[src/rtl/score_keeper.sv]
// Multi-player rally score keeper: synchronised point inputs, saturating
// per-player scores, win-by-margin detection and a timed freeze after each point.
module score_keeper #(
  parameter int NUM_PLAYERS = 2,
  parameter int SCORE_W     = 4,
  parameter int WIN_SCORE   = 9,
  parameter int WIN_BY      = 1,
  parameter int HOLD_CYCLES = 50000000
) (
  input  logic                           clk,
  input  logic                           rst,
  input  logic [NUM_PLAYERS-1:0]         point_in,
  input  logic                           new_game,
  output logic [NUM_PLAYERS*SCORE_W-1:0] score,
  output logic                           done,
  output logic                           match_over,
  output logic [NUM_PLAYERS-1:0]         winner,
  output logic [1:0]                     serve
);

  localparam int                 CNT_W       = $clog2(HOLD_CYCLES) + 1;
  localparam logic [SCORE_W-1:0] SCORE_MAX   = {SCORE_W{1'b1}};
  localparam logic [SCORE_W-1:0] WIN_SCORE_V = SCORE_W'(WIN_SCORE);
  localparam logic [SCORE_W+1:0] WIN_BY_V    = (SCORE_W+2)'(WIN_BY);
  localparam logic [CNT_W-1:0]   HOLD_LAST   = CNT_W'(HOLD_CYCLES - 1);

  typedef enum logic [1:0] {
    PLAY       = 2'd0,
    POINT_HOLD = 2'd1,
    MATCH_OVER = 2'd2
  } state_t;

  state_t                 state, state_next;
  logic [NUM_PLAYERS-1:0] sync1, sync2, edge_q, pt_event;
  logic [SCORE_W-1:0]     score_q [NUM_PLAYERS];
  logic [NUM_PLAYERS-1:0] winner_q, scorer_oh;
  logic [1:0]             serve_q, scorer;
  logic [CNT_W-1:0]       hold_cnt;
  logic                   hit, accept, win;
  logic [SCORE_W-1:0]     cur_val, new_val, max_other;

  // NOTE: sequential state uses non-blocking assignments so every flop samples
  // the pre-edge value of its neighbours; blocking here would collapse the chain.
  always_ff @(posedge clk or negedge rst) begin
    if (!rst) begin
      sync1  <= '0;
      sync2  <= '0;
      edge_q <= '0;
    end else begin
      sync1  <= point_in;
      sync2  <= sync1;
      edge_q <= sync2;
    end
  end

  assign pt_event = sync2 & ~edge_q;

  // NOTE: every always_comb output gets a default first so no path leaves a
  // signal unassigned, which would otherwise infer a latch.
  always_comb begin
    hit       = 1'b0;
    scorer    = 2'd0;
    cur_val   = '0;
    max_other = '0;
    // Descending scan so the lowest-indexed simultaneous scorer wins.
    for (int i = NUM_PLAYERS - 1; i >= 0; i--) begin
      if (pt_event[i]) begin
        hit    = 1'b1;
        scorer = 2'(i);
      end
    end
    for (int i = 0; i < NUM_PLAYERS; i++) begin
      if (2'(i) == scorer)             cur_val   = score_q[i];
      else if (score_q[i] > max_other) max_other = score_q[i];
    end
    scorer_oh = NUM_PLAYERS'(1) << scorer;
    new_val   = (cur_val == SCORE_MAX) ? SCORE_MAX : cur_val + SCORE_W'(1);
    win       = ((new_val >= WIN_SCORE_V) &&
                 ({2'b00, new_val} >= {2'b00, max_other} + WIN_BY_V)) ||
                (new_val == SCORE_MAX);
    accept    = hit && (state == PLAY) && !new_game;
  end

  always_ff @(posedge clk or negedge rst) begin
    if (!rst) state <= PLAY;
    else      state <= state_next;
  end

  always_comb begin
    state_next = state;
    case (state)
      PLAY:       if (accept) state_next = win ? MATCH_OVER : POINT_HOLD;
      POINT_HOLD: if (hold_cnt == HOLD_LAST) state_next = PLAY;
      MATCH_OVER: state_next = MATCH_OVER;
      default:    state_next = PLAY;
    endcase
    if (new_game) state_next = PLAY;
  end

  always_ff @(posedge clk or negedge rst) begin
    if (!rst) begin
      hold_cnt <= '0;
    end else if ((state == POINT_HOLD) && (state_next == POINT_HOLD)) begin
      hold_cnt <= hold_cnt + CNT_W'(1);
    end else begin
      hold_cnt <= '0;
    end
  end

  // NOTE: the score array is a handful of flops, not a RAM, so it is reset
  // explicitly like any other state.
  always_ff @(posedge clk or negedge rst) begin
    if (!rst) begin
      for (int i = 0; i < NUM_PLAYERS; i++) score_q[i] <= '0;
      winner_q <= '0;
      serve_q  <= 2'd0;
    end else if (new_game) begin
      for (int i = 0; i < NUM_PLAYERS; i++) score_q[i] <= '0;
      winner_q <= '0;
      serve_q  <= 2'd0;
    end else if (accept) begin
      for (int i = 0; i < NUM_PLAYERS; i++) begin
        if (2'(i) == scorer) score_q[i] <= new_val;
      end
      serve_q <= (scorer == 2'd0) ? 2'd1 : 2'd0;
      if (win) winner_q <= scorer_oh;
    end
  end

  always_comb begin
    score = '0;
    for (int i = 0; i < NUM_PLAYERS; i++) score[i*SCORE_W +: SCORE_W] = score_q[i];
    done       = (state != PLAY);
    match_over = (state == MATCH_OVER);
    winner     = winner_q;
    serve      = serve_q;
  end

endmodule

[config.mk]
export PLATFORM = sky130hd
export DESIGN_NAME = score_keeper
export DESIGN_NICKNAME = d
export VERILOG_FILES = /design/src/rtl/score_keeper.sv
export SDC_FILE = /design/constraint.sdc
export NUM_CORES = 1
export LEC_CHECK = 0
export CORE_MARGIN = 2
export CORE_UTILIZATION = 59
export DETAILED_ROUTE_END_ITERATION = 6
export GPL_ROUTABILITY_DRIVEN = 1
export PLACE_DENSITY = 0.91
export SYNTH_ARGS = -nofsm -noshare
export SYNTH_HDL_FRONTEND = slang
export SYNTH_SLANG_ARGS = --single-unit
[constraint.sdc]
create_clock -name clk -period 4.5 [get_ports clk]
set_clock_uncertainty 0.15 [all_clocks]
set_input_delay 1.125 -clock clk [delete_from_list [all_inputs] [get_ports clk]]
set_output_delay 1.125 -clock clk [all_outputs]
set_load 0.005 [all_outputs]
==> reports/results.tsv <==
stage	metric	value	unit
sta	fin_crit_sh	0.966	
detailed_routing	drtIter0Drc	309	
min_path	min_path_type	reg2reg	
sta	fmax	0.230	GHz
setup_path	r2r_start	edge_q[1]	
die	start_util	0.621	
sta	finalSetupViolCount	0	
clock_network	cts_buffer_depth	2	
setup_path	crit_path_start	edge_q[1]	
sta	period_needed	4350	ps
logic_synthesis	ys_seq_area_frac	0.420	
logic_synthesis	syn_avg_cell_area	9.49	µm²
setup_path	path_cells	nand2b_2, nor2_4, buf_4, nand2_1, ha_1, and4_1, a211oi_2, a21o_1, ha_1, xor2_1, ha_1, o21a_1, nor2_1, a221oi_1, a221oi_2, a21o_2, mux2_4	
setup_path	critPathLaunchType	flop	
setup_path	crit_top_cell	ha_1	
global_route	busiest_layer	met2	
logic_synthesis	synth-edff-count	0	
pwr	vdd_drop_max	0.175	mV
job	max-cap-violations	0	
logic_synthesis	async_flop_share	1.00	
logic_synthesis	synthCells	289	
clock_network	h-tree-depth	2	
sta	worst_hold_slack	207	ps
setup_path	critPathKind	reg2reg	
logic_synthesis	ys_ff_latch	46	
global_route	use_met1	0.310	
logic_synthesis	ys.flop_type	dfrtp_1	
global_route	grt_max_degree	47	
detailed_routing	dr.pass1.iters	6	
detailed_routing	vias	2253	
detailed_routing	antenna_left	0	
global_route	grt_use_met2	0.385	
sta	hold_viol	0	
setup_path	rr_endpoint	winner[1]	
detailed_routing	drc	0	
die	die_area	5210	µm²
final_layout	syn2layout_area_growth	11.7	%
clock_network	cts.sinks	46	
detailed_routing	vias_per_cell	6.19	
logic_synthesis	synthesis.area	2740	µm²
global_route	track_usage	0.236	
min_path	min_from	sync1[0]	
clock_network	clkLatencyLatePin	300	ps
final_layout	num_antenna_cells	0	
detailed_routing	wl_per_cell	16.0	µm
global_route	antenna_found_initial	0	
min_path	min_delay_path_depth	0	
logic_synthesis	ys_types	58	
clock_network	numCtsBuffers	5	
pwr	powerDensity	320	nW/µm²
setup_path	cp_max_fo	7	
clock_network	clockRootBuffer	clkbuf_8	
logic_synthesis	yosys-top-cells-count	dfrtp_1 (46), nor2_1 (37), nand3_1 (19)	
sta	final-max-slew-violation-count	0	
sta	tightest_slew	967	ps
pwr	leakage	1.32	nW
setup_path	rr_worst_depth	17	
die	die_w	72.2	µm
die	dieHeight	72.2	µm
clock_network	cts_tree	yes	
logic_synthesis	yosysWarningCount	0	
global_route	grt_use_met3	0.0500	
setup_path	crit_arrival	4390	ps
global_route	grt_pass1_vias	2092	
setup_path	required	4540	ps
sta	slew_headroom	0.356	
logic_synthesis	synth_most_common_cell	dfrtp_1	
setup_path	critical_path.max_stage_delay	380	ps
logic_synthesis	syn-num-nets	306	
logic_synthesis	yosys.area.top_type_share	0.420	
clock_network	clkTransAtPathRegs	90	ps
setup_path	cpMaxStageDelayCell	dfrtp_1	
min_path	hold_end	sync2[0]	
die	num_rows	24	
setup_path	critPathCaptureType	flop	
die	pin_count	19	
global_route	gr-total-overflow	0	
pwr	total_power	0.981	mW
final_layout	drive_gt1_frac	0.125	
placement	numPortBuffers	17	
run_status	status	finished, final reports clean	
detailed_routing	drt_wl_total	5.84	mm
clock_network	cts_hold_buf	0	
placement	dp_hpwl	4.07	mm
placement	gp_congestion	0.954	
logic_synthesis	synth.area.top_cells	dfrtp_1 (42%), ha_1 (5.5%), xor2_1 (5.4%)	
final_layout	fin_nets	328	
logic_synthesis	synth.largest_area_cell	dfrtp_1	
die	core-area	4410	µm²
global_route	grt_pass1_wl	9.61	mm
setup_path	r2r_setup_slack	150	ps
[worst max-delay path, delay by kind of cell (launching register included)]
kind            cells  cell delay (ps)
mux                 1              290
xor+xnor            1              200
simple gates        5              900
fa+ha+maj           3              810
flops               1              380
compound gates      6             1350
buf+inv             1              160
[cells by family (layout without fill, tap and decap cells)]
kind of cell / Yosys count / in the layout / share of synthesized area
other cells: 1 / 1 / 0.00137
buf+inv: 28 / 51 / 0.0557
xor+xnor: 26 / 26 / 0.0831
flops: 46 / 46 / 0.420
mux: 7 / 7 / 0.0297
fa+ha+maj: 12 / 12 / 0.0548
compound gates: 49 / 49 / 0.128
simple gates: 120 / 120 / 0.228
[sequential cells by signal, indices dropped and copies added, names as in the netlist]
name      flops
score         8
hold_cnt     27
sync2         2
serve         1
winner        2
edge_q        2
state         2
sync1         2
[area by class of cell]
class,instances,area (µm²)
Tap cell,52,65.1
Inverter,15,56.3
Sequential cell,46,1150
Clock buffer,5,68.8
Fill cell,337,1350
Clock inverter,3,23.8
Multi-Input combinational cell,215,1450
Timing Repair Buffer,28,248
[per-layer routing]
metal	up-vias	share of wire	routed length (µm)
li1	1056	-	-
met1	1067	0.43	2500
met2	104	0.48	2780
met3	26	0.071	412
met4	0	0.025	146
met5	-	0	0
[how the worst max path moves through the flow]
stage	to	slack [ps]	cells past startpoint
2_1_floorplan	winner[1]	500	17
3_5_place_dp	winner[1]	30	17
6_report	winner[1]	150	17
4_1_cts	winner[1]	140	17
5_1_grt	winner[1]	-60	17
3_3_place_gp	winner[1]	260	16
[cell usage in the layout (no fill, tap or decap), types with 2 or more instances in the layout]
master           Yosys  final
a2111o_1             2      2
a211oi_1             6      5
a21o_1               2      2
a21oi_1             12     12
a221oi_1             2      2
and2_1               3      3
and3_1              11     11
and4_1               4      4
buf_4                1     11
clkbuf_8             0      5
clkdlybuf4s50_1      0     16
clkinvlp_4           0      2
dfrtp_1             46     46
ha_1                12     12
inv_1               15     15
mux2_2               5      5
nand2_1             17     17
nand2b_1             4      3
nand3_1             19     19
nand4_1              4      4
nor2_1              37     37
nor2b_1              5      5
nor3_1               4      3
nor4_1               2      2
o211ai_1             2      2
o21a_1               3      3
o21ai_0              6      6
xnor2_1              9      9
xor2_1              17     17
[through the flow]
stage          TNS (ps)  instances   util  setup slack, ps  cell area [µm²]
2_1_floorplan         0        289      -              501             2740
3_3_place_gp          0        350  0.660              257             2910
3_5_place_dp          0        350  0.660             29.7             2910
4_1_cts               0        358  0.682              145             3010
5_1_grt           -60.8        364  0.694            -60.8             3060
6_report              0        364  0.694              151             3060
[power by group]
part           internal [mW]  leakage (nW)  switching, mW
registers              0.427         0.622         0.0226
clock network          0.111        0.0408          0.144
logic                  0.126         0.660          0.151
[timing repair]
item,CTS,global route
cloned,0,0
setup buffers,0,6
setup endpoints to repair,1,2
resized for setup,1,2
pin swaps,0,3
endpoints found under the hold margin,0,0
Power figures use the tool's default switching activity.
